[config.mk]
export PLATFORM = sky130hd
export DESIGN_NAME = wb_trace_buffer
export DESIGN_NICKNAME = d
export VERILOG_FILES = /design/src/rtl/wb_trace_buffer.sv
export SDC_FILE = /design/constraint.sdc
export NUM_CORES = 1
export LEC_CHECK = 0
export ABC_AREA = 1
export CAP_MARGIN = 40
export CORE_MARGIN = 2
export CORE_UTILIZATION = 45
export CTS_CLUSTER_DIAMETER = 80
export DETAILED_ROUTE_END_ITERATION = 8
export MAX_ROUTING_LAYER = met4
export SLEW_MARGIN = 25
export SYNTH_ARGS = -nofsm -noshare
export SYNTH_HDL_FRONTEND = slang
export SYNTH_SLANG_ARGS = --single-unit
[constraint.sdc]
create_clock -name clk -period 4.4 [get_ports clk]
set_input_delay 1.1 -clock clk [delete_from_list [all_inputs] [get_ports clk]]
set_output_delay 1.1 -clock clk [all_outputs]
set_load 0.01 [all_outputs]
[src/rtl/wb_trace_buffer.sv]
// wb_trace_buffer: writeback trace recorder for the venus core.
// Captures every EX->RF writeback as {cycle stamp, rd_num, rd_data, status}
// into a circular buffer under arm / trigger / post-trigger-count control,
// then drains the buffer oldest-first once capture has stopped.
//
// Ports:
//   clk, rst        clock, asynchronous active-high reset
//   arm_i           clear buffer and start capture (wins over everything)
//   trig_i          trigger event, honoured in ARMED only
//   post_cnt_i      writebacks to capture after the trigger (saturates at DEPTH)
//   wb_i, rd_num_i, rd_data_i, status_i   writeback tap
//   rd_i            pop the presented entry (DONE only)
//   rd_valid_o, rd_cyc_o, rd_num_o, rd_data_o, rd_stat_o   presented entry
//   count_o         entries held, 0..DEPTH
//   state_o         IDLE=00 ARMED=01 POST=10 DONE=11
//   overflow_o      sticky: an entry was overwritten since the last arm
//
// state | meaning
// IDLE  | out of reset, nothing recorded
// ARMED | capturing pre-trigger writebacks, waiting for trig_i
// POST  | capturing the remaining post-trigger writebacks
// DONE  | capture stopped, buffer available for readout

module wb_trace_buffer #(
  parameter int DATA_W = 16,
  parameter int REG_AW = 4,
  parameter int STAT_W = 4,
  parameter int DEPTH  = 16,
  parameter int CYC_W  = 16,
  localparam int PTR_W = $clog2(DEPTH)
) (
  input  logic              clk,
  input  logic              rst,
  input  logic              arm_i,
  input  logic              trig_i,
  input  logic [PTR_W:0]    post_cnt_i,
  input  logic              wb_i,
  input  logic [REG_AW-1:0] rd_num_i,
  input  logic [DATA_W-1:0] rd_data_i,
  input  logic [STAT_W-1:0] status_i,
  input  logic              rd_i,
  output logic              rd_valid_o,
  output logic [CYC_W-1:0]  rd_cyc_o,
  output logic [REG_AW-1:0] rd_num_o,
  output logic [DATA_W-1:0] rd_data_o,
  output logic [STAT_W-1:0] rd_stat_o,
  output logic [PTR_W:0]    count_o,
  output logic [1:0]        state_o,
  output logic              overflow_o
);

  typedef enum logic [1:0] {
    S_IDLE  = 2'b00,
    S_ARMED = 2'b01,
    S_POST  = 2'b10,
    S_DONE  = 2'b11
  } state_t;

  localparam logic [PTR_W:0] DEPTH_C = (PTR_W+1)'(DEPTH);

  state_t state, state_nxt;

  logic [PTR_W-1:0] wptr, rptr;
  logic [PTR_W:0]   count;
  logic [PTR_W:0]   post_cnt;
  logic [PTR_W:0]   post_load;
  logic [CYC_W-1:0] cyc;
  logic             overflow;
  logic             capture;
  logic             pop;
  logic             trig_take;

  logic [CYC_W-1:0]  mem_cyc  [DEPTH];
  logic [REG_AW-1:0] mem_num  [DEPTH];
  logic [DATA_W-1:0] mem_data [DEPTH];
  logic [STAT_W-1:0] mem_stat [DEPTH];

  always_ff @(posedge clk or posedge rst) begin
    if (rst) state <= S_IDLE;
    else     state <= state_nxt;
  end

  always_comb begin
    state_nxt = state;
    capture   = 1'b0;
    pop       = 1'b0;
    trig_take = 1'b0;
    post_load = (post_cnt_i > DEPTH_C) ? DEPTH_C : post_cnt_i;
    if (arm_i) begin
      state_nxt = S_ARMED;
    end else begin
      case (state)
        S_ARMED: begin
          capture = wb_i;
          if (trig_i) begin
            trig_take = 1'b1;
            state_nxt = (post_load == '0) ? S_DONE : S_POST;
          end
        end
        S_POST: begin
          capture = wb_i;
          // post_cnt is never 0 while in POST, so the last capture is at 1
          if (wb_i && post_cnt == (PTR_W+1)'(1)) state_nxt = S_DONE;
        end
        S_DONE: pop = rd_i && (count != '0);
        default: ;
      endcase
    end
  end

  always_ff @(posedge clk or posedge rst) begin
    if (rst) begin
      wptr     <= '0;
      rptr     <= '0;
      count    <= '0;
      post_cnt <= '0;
      cyc      <= '0;
      overflow <= 1'b0;
    end else if (arm_i) begin
      wptr     <= '0;
      rptr     <= '0;
      count    <= '0;
      post_cnt <= '0;
      cyc      <= '0;
      overflow <= 1'b0;
    end else begin
      if (state == S_ARMED || state == S_POST) cyc <= cyc + CYC_W'(1);
      if (capture) begin
        wptr <= wptr + PTR_W'(1);
        if (count == DEPTH_C) begin
          // buffer full: drop the oldest entry to make room
          rptr     <= rptr + PTR_W'(1);
          overflow <= 1'b1;
        end else begin
          count <= count + (PTR_W+1)'(1);
        end
        if (state == S_POST) post_cnt <= post_cnt - (PTR_W+1)'(1);
      end
      if (trig_take) post_cnt <= post_load;
      if (pop) begin
        rptr  <= rptr + PTR_W'(1);
        count <= count - (PTR_W+1)'(1);
      end
    end
  end

  always_ff @(posedge clk) begin
    if (capture) begin
      mem_cyc[wptr]  <= cyc;
      mem_num[wptr]  <= rd_num_i;
      mem_data[wptr] <= rd_data_i;
      mem_stat[wptr] <= status_i;
    end
  end

  assign rd_valid_o = (state == S_DONE) && (count != '0);
  assign rd_cyc_o   = rd_valid_o ? mem_cyc[rptr]  : '0;
  assign rd_num_o   = rd_valid_o ? mem_num[rptr]  : '0;
  assign rd_data_o  = rd_valid_o ? mem_data[rptr] : '0;
  assign rd_stat_o  = rd_valid_o ? mem_stat[rptr] : '0;
  assign count_o    = count;
  assign state_o    = state;
  assign overflow_o = overflow;

endmodule

==> results of run 1 <==
## routing by layer
layer / GRT usage / routed length, um
met3: 0.0305 / 4220
met5: - / 0
met1: 0.284 / 31100
met2: 0.374 / 35900
met4: 0.0603 / 1390
## layout make-up
| type | instances | share of cell area |
|---|---|---|
| Timing Repair Buffer | 136 | 0.0457 |
| Clock inverter | 38 | 0.00987 |
| Tap cell | 855 | 0.0315 |
| Multi-Input combinational cell | 1587 | 0.208 |
| Inverter | 471 | 0.0526 |
| Clock buffer | 94 | 0.0592 |
| Sequential cell | 677 | 0.593 |
## power by group through the flow
stage / registers, uW / logic [uW] / clock network [uW]
finish: 7260 / 2160 / 6000
global route: 7280 / 2420 / 6380
CTS: 7270 / 2170 / 6120
detailed placement: 7400 / 2160 / 0
global placement: 7390 / 2130 / 0
floorplan: 7360 / 1480 / 0
## cell families after synthesis
logic type	Yosys count	synth area share
buf+inv	600	0.0826
fa+ha+maj	15	0.00661
xor+xnor	5	0.00148
simple gates	1380	0.192
compound gates	187	0.0353
flops	677	0.682
## registers in the layout (all words and copies together), names as in the netlist
name        cells
mem_num        64
wptr            4
state_o         2
post_cnt        5
mem_data      256
overflow_o      1
count_o         5
mem_cyc       256
cyc            16
mem_stat       64
rptr            4
## worst max path at each step
stage | to | slack (ns) | cells past startpoint
2_1_floorplan | mem_cyc[7][0] | -0.32 | 3
3_3_place_gp | rd_cyc_o[5] | 0.66 | 9
3_5_place_dp | rd_cyc_o[5] | 0.67 | 9
4_1_cts | rd_cyc_o[5] | 0.02 | 9
5_1_grt | rd_cyc_o[5] | 0.03 | 10
6_report | rd_cyc_o[0] | 0.15 | 10
## Yosys cell counts (2+ instances only)
cell type  number  area (sq um)
o21ai_1        30           150
or2_1          28           175
ha_1           14           175
nand2_1       873          3280
buf_6          12           135
nand4_1         7          43.8
clkbuf_1       32           120
inv_1         465          1750
buf_2          68           340
a21oi_1        84           420
o22ai_1         2          12.5
o21ai_0        29           145
clkbuf_2        2          10.0
o211ai_1       40           300
xor2_1          4          35.0
nand3_1       267          1340
nor2_1        179           672
inv_2           5          18.8
edfxtp_1      640         19200
dfrtp_1        37           926
buf_4           2          15.0
or2_2           9          56.3
buf_1          13          48.8
or2_0           3          18.8
nor3_1         10          50.1
## repair_timing
item / in CTS / in global routing
gates resized for setup: 0 / 2
buffers inserted: 0 / 1
setup endpoints to repair: 0 / 6
## through the flow
stage	instances	instance area, sq um	total power (uW)
after floorplan	2864	29500	8840
after global placement	3724	31600	9520
after detailed placement	3724	31600	9560
after CTS	3856	33900	15600
after global routing	3858	34000	16100
final	3858	34000	15400
## critical path: stages, from the launching register on
cell and delay [ns]:
dfrtp_4 0.62, clkinv_8 0.29, buf_4 0.32, nand2_1 0.09, nand3_1 0.06, nand2_1 0.09
nand2_1 0.05, nand3_1 0.10, nand2_1 0.06, nor2_1 0.25, clkdlybuf4s50_1 0.60
==> results.py, run 1 <==
metrics = {
    "power_and_ir_drop": {
        "clock_power_share": 0.389,
        "p_switching_uw": 3980,
        "irDropWorstVdd_mv": 0.297,
        "power_report.internal_total_uw": 11500,
        "leakage_uw": 0.0140,
        "power.share.sequential": 0.471,
        "part_of_the_power_in_combinational_logic": 0.140,
        "power.switching_fraction": 0.258,
        "cellPowerDensity_nw_per_um2": 454,
    },
    "yosys": {
        "synthesis.instances": 2864,
        "mapped_cell_area_sq_um": 29500,
        "yosys_warnings": 0,
        "dominantRegCellSynth": "edfxtp_1",
        "async_flop_share": 0.0547,
        "synth-seq-area-share": 0.682,
        "unique_masters_post_synth": 34,
        "synthesis.nets": 2914,
        "postSynthRegisterBits": 677,
        "synth_area_per_cell_sq_um": 10.3,
        "synth_enable_flop_cells": 640,
    },
    "floorplanning": {
        "core_sq_um": 64700,
        "initial_core_util": 0.456,
        "overall_die_area_sq_um": 67700,
        "dieWidth_um": 260,
        "boundary_pins": 84,
        "die_h_um": 260,
        "fp-row-count": 93,
    },
    "sta": {
        "tns_ns": 0,
        "finalCritPeriodShare": 0.966,
        "skew_ns": 0.0178,
        "setup_viol_count_final": 0,
        "timing.slew.headroom": 0.463,
        "worst_hold_margin_ns": 0.519,
        "timing.final.max_slew_violations": 0,
        "grt_setup_unrepaired": "no",
        "period_minus_slack_ns": 4.25,
        "setup_ws_ns": 0.149,
        "finalHoldViolCount": 0,
        "max_clock_freq_ghz": 0.235,
        "worst_pin_slew_ns": 0.804,
    },
    "critical_path": {
        "r2r_start": "state_o[0]",
        "critPathKind": "reg -> out",
        "crit_path_start_kind": "register",
        "cp_max_fanout": 44,
        "worstPathRequired_ns": 3.30,
        "critical_path.endpoint_type": "output pin",
        "rrSetupSlack_ns": 1.36,
        "timing.reg2reg.worst_path_depth": 8,
        "critical_register_to_register_path_endpoint": "mem_cyc[1][4]",
        "worstSetupStartpoint": "rptr[0]",
        "cp_data_arrival_time_ns": 3.15,
    },
    "placed_design": {
        "port_buffers": 83,
        "placement.setup.worst_slack_ns": 0.672,
        "placer_s_final_routability_congestion_estimate": 0.772,
        "dp_hpwl_um": 36400,
    },
    "clock_tree": {
        "clk_pin_slew_worst_paths_ns": 0.06,
        "clock_sinks": 677,
        "ctsRootBufferMaster": "clkbuf_16",
        "cts_max_path_buffers": 3,
        "numCtsBuffers": 73,
        "cts-hold-fix-buffers": 0,
        "tritoncts": "yes",
        "insertion_delay_to_the_later_sink_of_the_worst_skew_pair_ns": 0.60,
        "cts_max_level": 3,
    },
    "detailed_routing": {
        "drcViolationCount": 0,
        "detailroute.via_count": 19638,
        "drt_wl_total_um": 72700,
        "drt-pass1-iter-count": 5,
        "drtAntennaViolNets": 0,
        "wl_per_cell_um": 18.8,
        "vias_per_cell": 5.09,
        "first_iter_violations": 1420,
    },
    "finish": {
        "post-route-util": 0.525,
        "final_cell_mix": "873 x nand2_1, 640 x edfxtp_1, 464 x inv_1",
        "ff_latch_area_sq_um": 20200,
        "filler_cell_count": 5673,
        "area_taken_by_multi_input_logic_gates_sq_um": 7050,
        "post_route_cells_drive_above_1_share": 0.0653,
        "layout-area-overhead-vs-synth_pct": 15.0,
        "final_net_count": 2996,
        "layout.cells.most_common": "nand2_1",
        "antenna_cells": 0,
    },
    "status": {
        "run_status": "complete, no violations",
    },
    "hold_path": {
        "hold_start": "overflow_o",
        "min_path_type": "reg -> reg",
        "whs_path_depth": 2,
        "timing.hold.worst_endpoint": "overflow_o",
    },
    "global_routing": {
        "global_route_wire_length_before_repair_um": 111000,
        "grt-ovfl-total": 0,
        "vias_in_the_first_global_route": 19087,
        "global_route.usage.total": 0.223,
        "grt_start_max_net_pins": 99,
        "antenna_violations_before_repair": 0,
    },
    "job": {
        "maxCapViolCount": 0,
    },
}
Note: power is estimated with default switching activity, not from simulation.
==> run 2, diff against run 1 <==
--- a/config.mk
+++ b/config.mk
@@ -12,6 +12,7 @@
 export CTS_CLUSTER_DIAMETER = 80
 export DETAILED_ROUTE_END_ITERATION = 8
 export MAX_ROUTING_LAYER = met4
+export PLACE_DENSITY = 0.73
 export SLEW_MARGIN = 25
 export SYNTH_ARGS = -nofsm -noshare
 export SYNTH_HDL_FRONTEND = slang
==> run 2 against run 1 <==
Fmax is 1.3% lower. Count of clock-buffer cells in the layout is 4 lower. Routed wire length hardly changed. Critical path type unchanged. Highest routed layer unchanged. Final area is 0.70% lower. Clock power is 7.2% lower. Sequential share of layout area is 0.42 points higher. Via count is 1.7% higher. Worst setup slack worse by 0.058 ns. Critical path depth is 1 lower. Utilization is 0.37 points lower. Cell count is 0.16% lower. Largest cell class unchanged.
==> results.py, run 2 (synthesis results as in run 1) <==
metrics = {
    "status": {
        "run_status": "complete, no violations",
    },
    "detailed_routing": {
        "drcViolationCount": 0,
        "drt-pass1-iter-count": 6,
        "wl_per_cell_um": 18.9,
        "vias_per_cell": 5.19,
        "first_iter_violations": 1953,
        "detailroute.via_count": 19978,
        "drtAntennaViolNets": 0,
        "drt_wl_total_um": 72600,
    },
    "placed_design": {
        "placer_s_final_routability_congestion_estimate": 0.819,
        "placement.setup.worst_slack_ns": 0.625,
        "place.detailed.instances": 3729,
        "port_buffers": 83,
        "dp_hpwl_um": 37200,
    },
    "floorplanning": {
        "boundary_pins": 84,
        "dieWidth_um": 260,
        "die_h_um": 260,
        "initial_core_util": 0.456,
        "fp-row-count": 93,
        "core_sq_um": 64700,
        "overall_die_area_sq_um": 67700,
    },
    "finish": {
        "antenna_cells": 0,
        "layout.cells.most_common": "nand2_1",
        "ff_latch_area_sq_um": 20200,
        "final_net_count": 2998,
        "final_cell_mix": "873 x nand2_1, 640 x edfxtp_1, 464 x inv_1",
        "post-route-util": 0.521,
        "filler_cell_count": 5476,
        "final_cell_count_no_fill": 3852,
        "layout-area-overhead-vs-synth_pct": 14.2,
        "post_route_cells_drive_above_1_share": 0.0631,
        "top_regs": "mem_cyc: 256 flops, mem_data: 256 flops",
        "area_taken_by_multi_input_logic_gates_sq_um": 7060,
    },
    "sta": {
        "finalCritPeriodShare": 0.979,
        "timing.final.max_slew_violations": 0,
        "setup_viol_count_final": 0,
        "period_minus_slack_ns": 4.31,
        "timing.slew.headroom": 0.393,
        "worst_hold_margin_ns": 0.523,
        "worst_pin_slew_ns": 0.910,
        "finalHoldViolCount": 0,
        "setup_ws_ns": 0.0912,
        "skew_ns": 0.0166,
        "max_clock_freq_ghz": 0.232,
        "tns_ns": 0,
    },
    "global_routing": {
        "globalRouteMet2Util": 0.352,
        "gr-max-usage-layer": "met2",
        "global_route.usage.total": 0.218,
        "groute.layer.met1.usage": 0.280,
        "antenna_violations_before_repair": 0,
        "grt-ovfl-total": 0,
        "globalRouteMet3Util": 0.0393,
        "vias_in_the_first_global_route": 19255,
        "grt_start_max_net_pins": 161,
        "global_route_wire_length_before_repair_um": 109000,
    },
    "clock_tree": {
        "cts_max_level": 3,
        "clock_sinks": 677,
        "numCtsBuffers": 70,
        "clk_pin_slew_worst_paths_ns": 0.06,
        "insertion_delay_to_the_later_sink_of_the_worst_skew_pair_ns": 0.61,
        "ctsRootBufferMaster": "clkbuf_16",
        "cts-hold-fix-buffers": 0,
        "cts_max_path_buffers": 3,
        "tritoncts": "yes",
        "cts_setup_buffers": 0,
    },
    "critical_path": {
        "worstPathRequired_ns": 3.30,
        "crit_path_start_kind": "register",
        "critical_path.endpoint_type": "output pin",
        "cp_max_fanout": 153,
        "cp_data_arrival_time_ns": 3.21,
        "critPathKind": "reg -> out",
    },
    "power_and_ir_drop": {
        "irDropWorstVdd_mv": 0.295,
        "cellPowerDensity_nw_per_um2": 446,
        "leakage_uw": 0.0139,
    },
    "hold_path": {
        "min_path_type": "reg -> reg",
    },
    "job": {
        "maxCapViolCount": 0,
    },
}
## run 2: final cells by class
class	count	share of cell area
multi-input combinational	1588	0.209
tap	855	0.0317
inverter	471	0.0529
sequential	677	0.598
timing repair buffer	140	0.0456
clock buffer	90	0.0564
clock inverter	31	0.00642
## run 2: repair_timing
item                       CTS  global route
setup endpoints to repair    3            18
gates cloned                 0             2
resized for setup            2             3
pin swaps                    1             1
## run 2: final timing paths
path | end | startpoint | cells past startpoint | slack (ns)
setup / recovery | rd_cyc_o[15] | rptr[0] | 9 | 0.09
hold / removal | wptr[3] | wptr[3] | 1 | 0.52
setup reg to reg | mem_cyc[5][12] | state_o[0] | 8 | 1.41
hold reg to reg | wptr[3] | wptr[3] | 1 | 0.52
max in group asynchronous | cyc[7] | rst | 4 | 3.05
min in group asynchronous | count_o[2] | rst | 2 | 0.73
## run 2: per-layer routing
layer,vias up,wire length (um)
met5,-,0
met4,0,1910
met3,152,6170
met2,836,34800
met1,9555,29700
li1,9435,-
## run 2: power breakdown
group          total, uW  leakage [uW]  internal (uW)  switching, uW
registers           7260       0.00616           7160           97.2
logic               2200       0.00667            710           1490
clock network       5570       0.00104           3210           2360
## run 2: critical path, cell delays in order (launching register included)
cell and delay (ns):
dfrtp_4 0.57, buf_16 0.51, or2_1 0.19, nand3_1 0.09, nand2_1 0.09, nand2_1 0.06, nand3_1 0.12, nand2_1 0.07
nor2_1 0.24, clkdlybuf4s50_1 0.60
## run 2: through the flow
stage,area [sq um],power (uW)
after floorplan,29500,8840
after detailed placement,31600,9530
final,33700,15000
after global placement,31500,9480
after CTS,33700,15100
after global routing,33700,15600
==> run 3, diff against run 2 <==
--- a/config.mk
+++ b/config.mk
@@ -7,12 +7,14 @@
 export LEC_CHECK = 0
 export ABC_AREA = 1
 export CAP_MARGIN = 40
+export CELL_PAD_IN_SITES_DETAIL_PLACEMENT = 1
+export CELL_PAD_IN_SITES_GLOBAL_PLACEMENT = 2
 export CORE_MARGIN = 2
-export CORE_UTILIZATION = 45
+export CORE_UTILIZATION = 37
 export CTS_CLUSTER_DIAMETER = 80
 export DETAILED_ROUTE_END_ITERATION = 8
 export MAX_ROUTING_LAYER = met4
-export PLACE_DENSITY = 0.73
+export PLACE_DENSITY = 0.85
 export SLEW_MARGIN = 25
 export SYNTH_ARGS = -nofsm -noshare
 export SYNTH_HDL_FRONTEND = slang
==> run 3 against run 2 <==
Global-route usage is 0.83 points lower. Non-clock buffer count is 3 higher. Clock power up 7.4%. Sequential share of layout area decreased by 0.92 points. Die area up 21%. Total power up 3.5%. Final area up 1.6%. Count of clock-buffer cells in the layout is the same. First-iteration DRC count decreased by 31%.
==> results.py, run 3 (synthesis results as in run 1) <==
metrics = {
    "status": {
        "run_status": "complete, no violations",
    },
    "clock_tree": {
        "insertion_delay_to_the_later_sink_of_the_worst_skew_pair_ns": 0.63,
        "cts_setup_buffers": 0,
        "ctsRootBufferMaster": "clkbuf_16",
        "cts_max_path_buffers": 3,
        "clock_sinks": 677,
        "cts_max_level": 3,
        "tritoncts": "yes",
        "numCtsBuffers": 73,
        "clk_pin_slew_worst_paths_ns": 0.06,
    },
    "floorplanning": {
        "dieWidth_um": 286,
        "initial_core_util": 0.374,
        "boundary_pins": 84,
        "overall_die_area_sq_um": 82100,
        "die_h_um": 286,
        "fp-row-count": 103,
        "core_sq_um": 79000,
    },
    "detailed_routing": {
        "drtAntennaViolNets": 0,
        "wl_per_cell_um": 20.7,
        "drt-pass1-iter-count": 5,
        "drt_wl_total_um": 84000,
        "vias_per_cell": 5.04,
        "drcViolationCount": 0,
        "detailroute.via_count": 20456,
        "first_iter_violations": 1351,
    },
    "critical_path": {
        "crit_path_start_kind": "register",
        "worstSetupStartpoint": "rptr[0]",
        "critical_path.endpoint_type": "output pin",
        "timing.reg2reg.worst_path_depth": 8,
        "critical_register_to_register_path_endpoint": "mem_data[0][14]",
        "crit_path_frequent_cell": "nor2_1",
        "worst_setup_ep": "rd_cyc_o[6]",
        "critical_path.max_stage_delay_ns": 0.65,
        "cp_max_fanout": 41,
        "critPathKind": "reg -> out",
        "r2r_start": "state_o[0]",
        "critPathSlowestCell": "clkdlybuf4s50_1",
        "cp_data_arrival_time_ns": 3.22,
        "rrSetupSlack_ns": 1.43,
        "worstPathRequired_ns": 3.30,
        "path_cells": "nand2_2 > buf_6 > o211ai_1 > nor2_1 > nor2_1 > nor2_1 > clkdlybuf4s50_1",
    },
    "finish": {
        "final_net_count": 3003,
        "layout-area-overhead-vs-synth_pct": 16.0,
        "final_cell_mix": "873 x nand2_1, 640 x edfxtp_1, 464 x inv_1",
        "filler_cell_count": 8603,
        "antenna_cells": 0,
        "layout.cells.most_common": "nand2_1",
        "top_regs": "mem_cyc: 256 flops, mem_data: 256 flops",
        "post_route_cells_drive_above_1_share": 0.0658,
        "final_cell_count_no_fill": 4058,
    },
    "global_routing": {
        "groute.layer.met1.usage": 0.255,
        "globalRouteMet3Util": 0.0268,
        "globalRouteMet2Util": 0.365,
        "vias_in_the_first_global_route": 22250,
        "antenna_violations_before_repair": 0,
        "global_route_wire_length_before_repair_um": 129000,
        "grt-ovfl-total": 0,
        "gr-max-usage-layer": "met2",
        "grt_start_max_net_pins": 145,
        "global_route.usage.total": 0.210,
    },
    "power_and_ir_drop": {
        "p_total_uw": 15600,
        "irDropWorstVdd_mv": 0.275,
        "cellPowerDensity_nw_per_um2": 454,
        "leakage_uw": 0.0140,
    },
    "sta": {
        "skew_ns": 0.0186,
        "max_clock_freq_ghz": 0.232,
        "finalCritPeriodShare": 0.981,
        "worst_pin_slew_ns": 0.767,
        "grt_setup_unrepaired": "yes",
        "setup_viol_count_final": 0,
        "period_minus_slack_ns": 4.32,
        "timing.final.max_slew_violations": 0,
        "timing.slew.headroom": 0.489,
        "finalHoldViolCount": 0,
        "setup_ws_ns": 0.0845,
    },
    "hold_path": {
        "min_path_type": "reg -> reg",
        "hold_start": "overflow_o",
    },
    "placed_design": {
        "port_buffers": 83,
        "placement.setup.worst_slack_ns": 0.658,
        "dp_hpwl_um": 46200,
        "place.detailed.instances": 3926,
        "placer_s_final_routability_congestion_estimate": 0.776,
    },
    "job": {
        "maxCapViolCount": 0,
    },
}
==> run 3: final cells by class <==
type,instances,area [sq um],area share
Clock buffer,90,1930,0.0564
Clock inverter,40,350,0.0102
Timing Repair Buffer,143,1660,0.0484
Multi-Input combinational cell,1587,7050,0.206
Inverter,471,1790,0.0522
Tap cell,1050,1310,0.0384
Sequential cell,677,20200,0.589
==> run 3: metal layers <==
metal	wire, um	up-vias
met5	0	-
met4	1940	0
met2	42600	450
met1	35900	10417
met3	3580	138
li1	-	9451
==> run 3: critical path, delay by kind of cell, from the launching register on <==
kind            cells  cell delay (ns)
compound gates      1             0.14
buf+inv             2             1.11
flops               1             0.58
simple gates        4             0.75
==> run 3: where the power goes <==
group	internal, uW	leakage (uW)	switching [uW]	total (uW)
sequential	7160	0.00616	111	7270
clock	3420	0.00111	2560	5980
combinational	733	0.00671	1570	2300
total	11300	0.0140	4230	15600
==> run 3: timing repair <==
action	CTS	global route
hold buffers	0	0
gates cloned	0	2
resized for setup	3	7
pin swaps	0	0
endpoints found under the setup margin	1	8
==> run 3: per-stage QoR <==
step	util	area (sq um)	TNS (ns)	hold WS, ns
final	0.434	34300	0	0.506
after global routing	0.434	34300	-0.000277	0.536
after CTS	0.433	34200	0	0.513
after global placement	0.403	31800	0	0.495
after detailed placement	0.404	31900	0	0.495
after floorplan	-	29500	-51.84	0.476
==> run 3: worst min-delay path by stage <==
| stage | to | slack [ns] | cells past startpoint |
|---|---|---|---|
| after detailed placement | overflow_o | 0.50 | 2 |
| final | overflow_o | 0.51 | 2 |
| after floorplan | wptr[3] | 0.48 | 1 |
| after global placement | wptr[3] | 0.49 | 1 |
| after global routing | wptr[3] | 0.54 | 1 |
| after CTS | overflow_o | 0.51 | 2 |
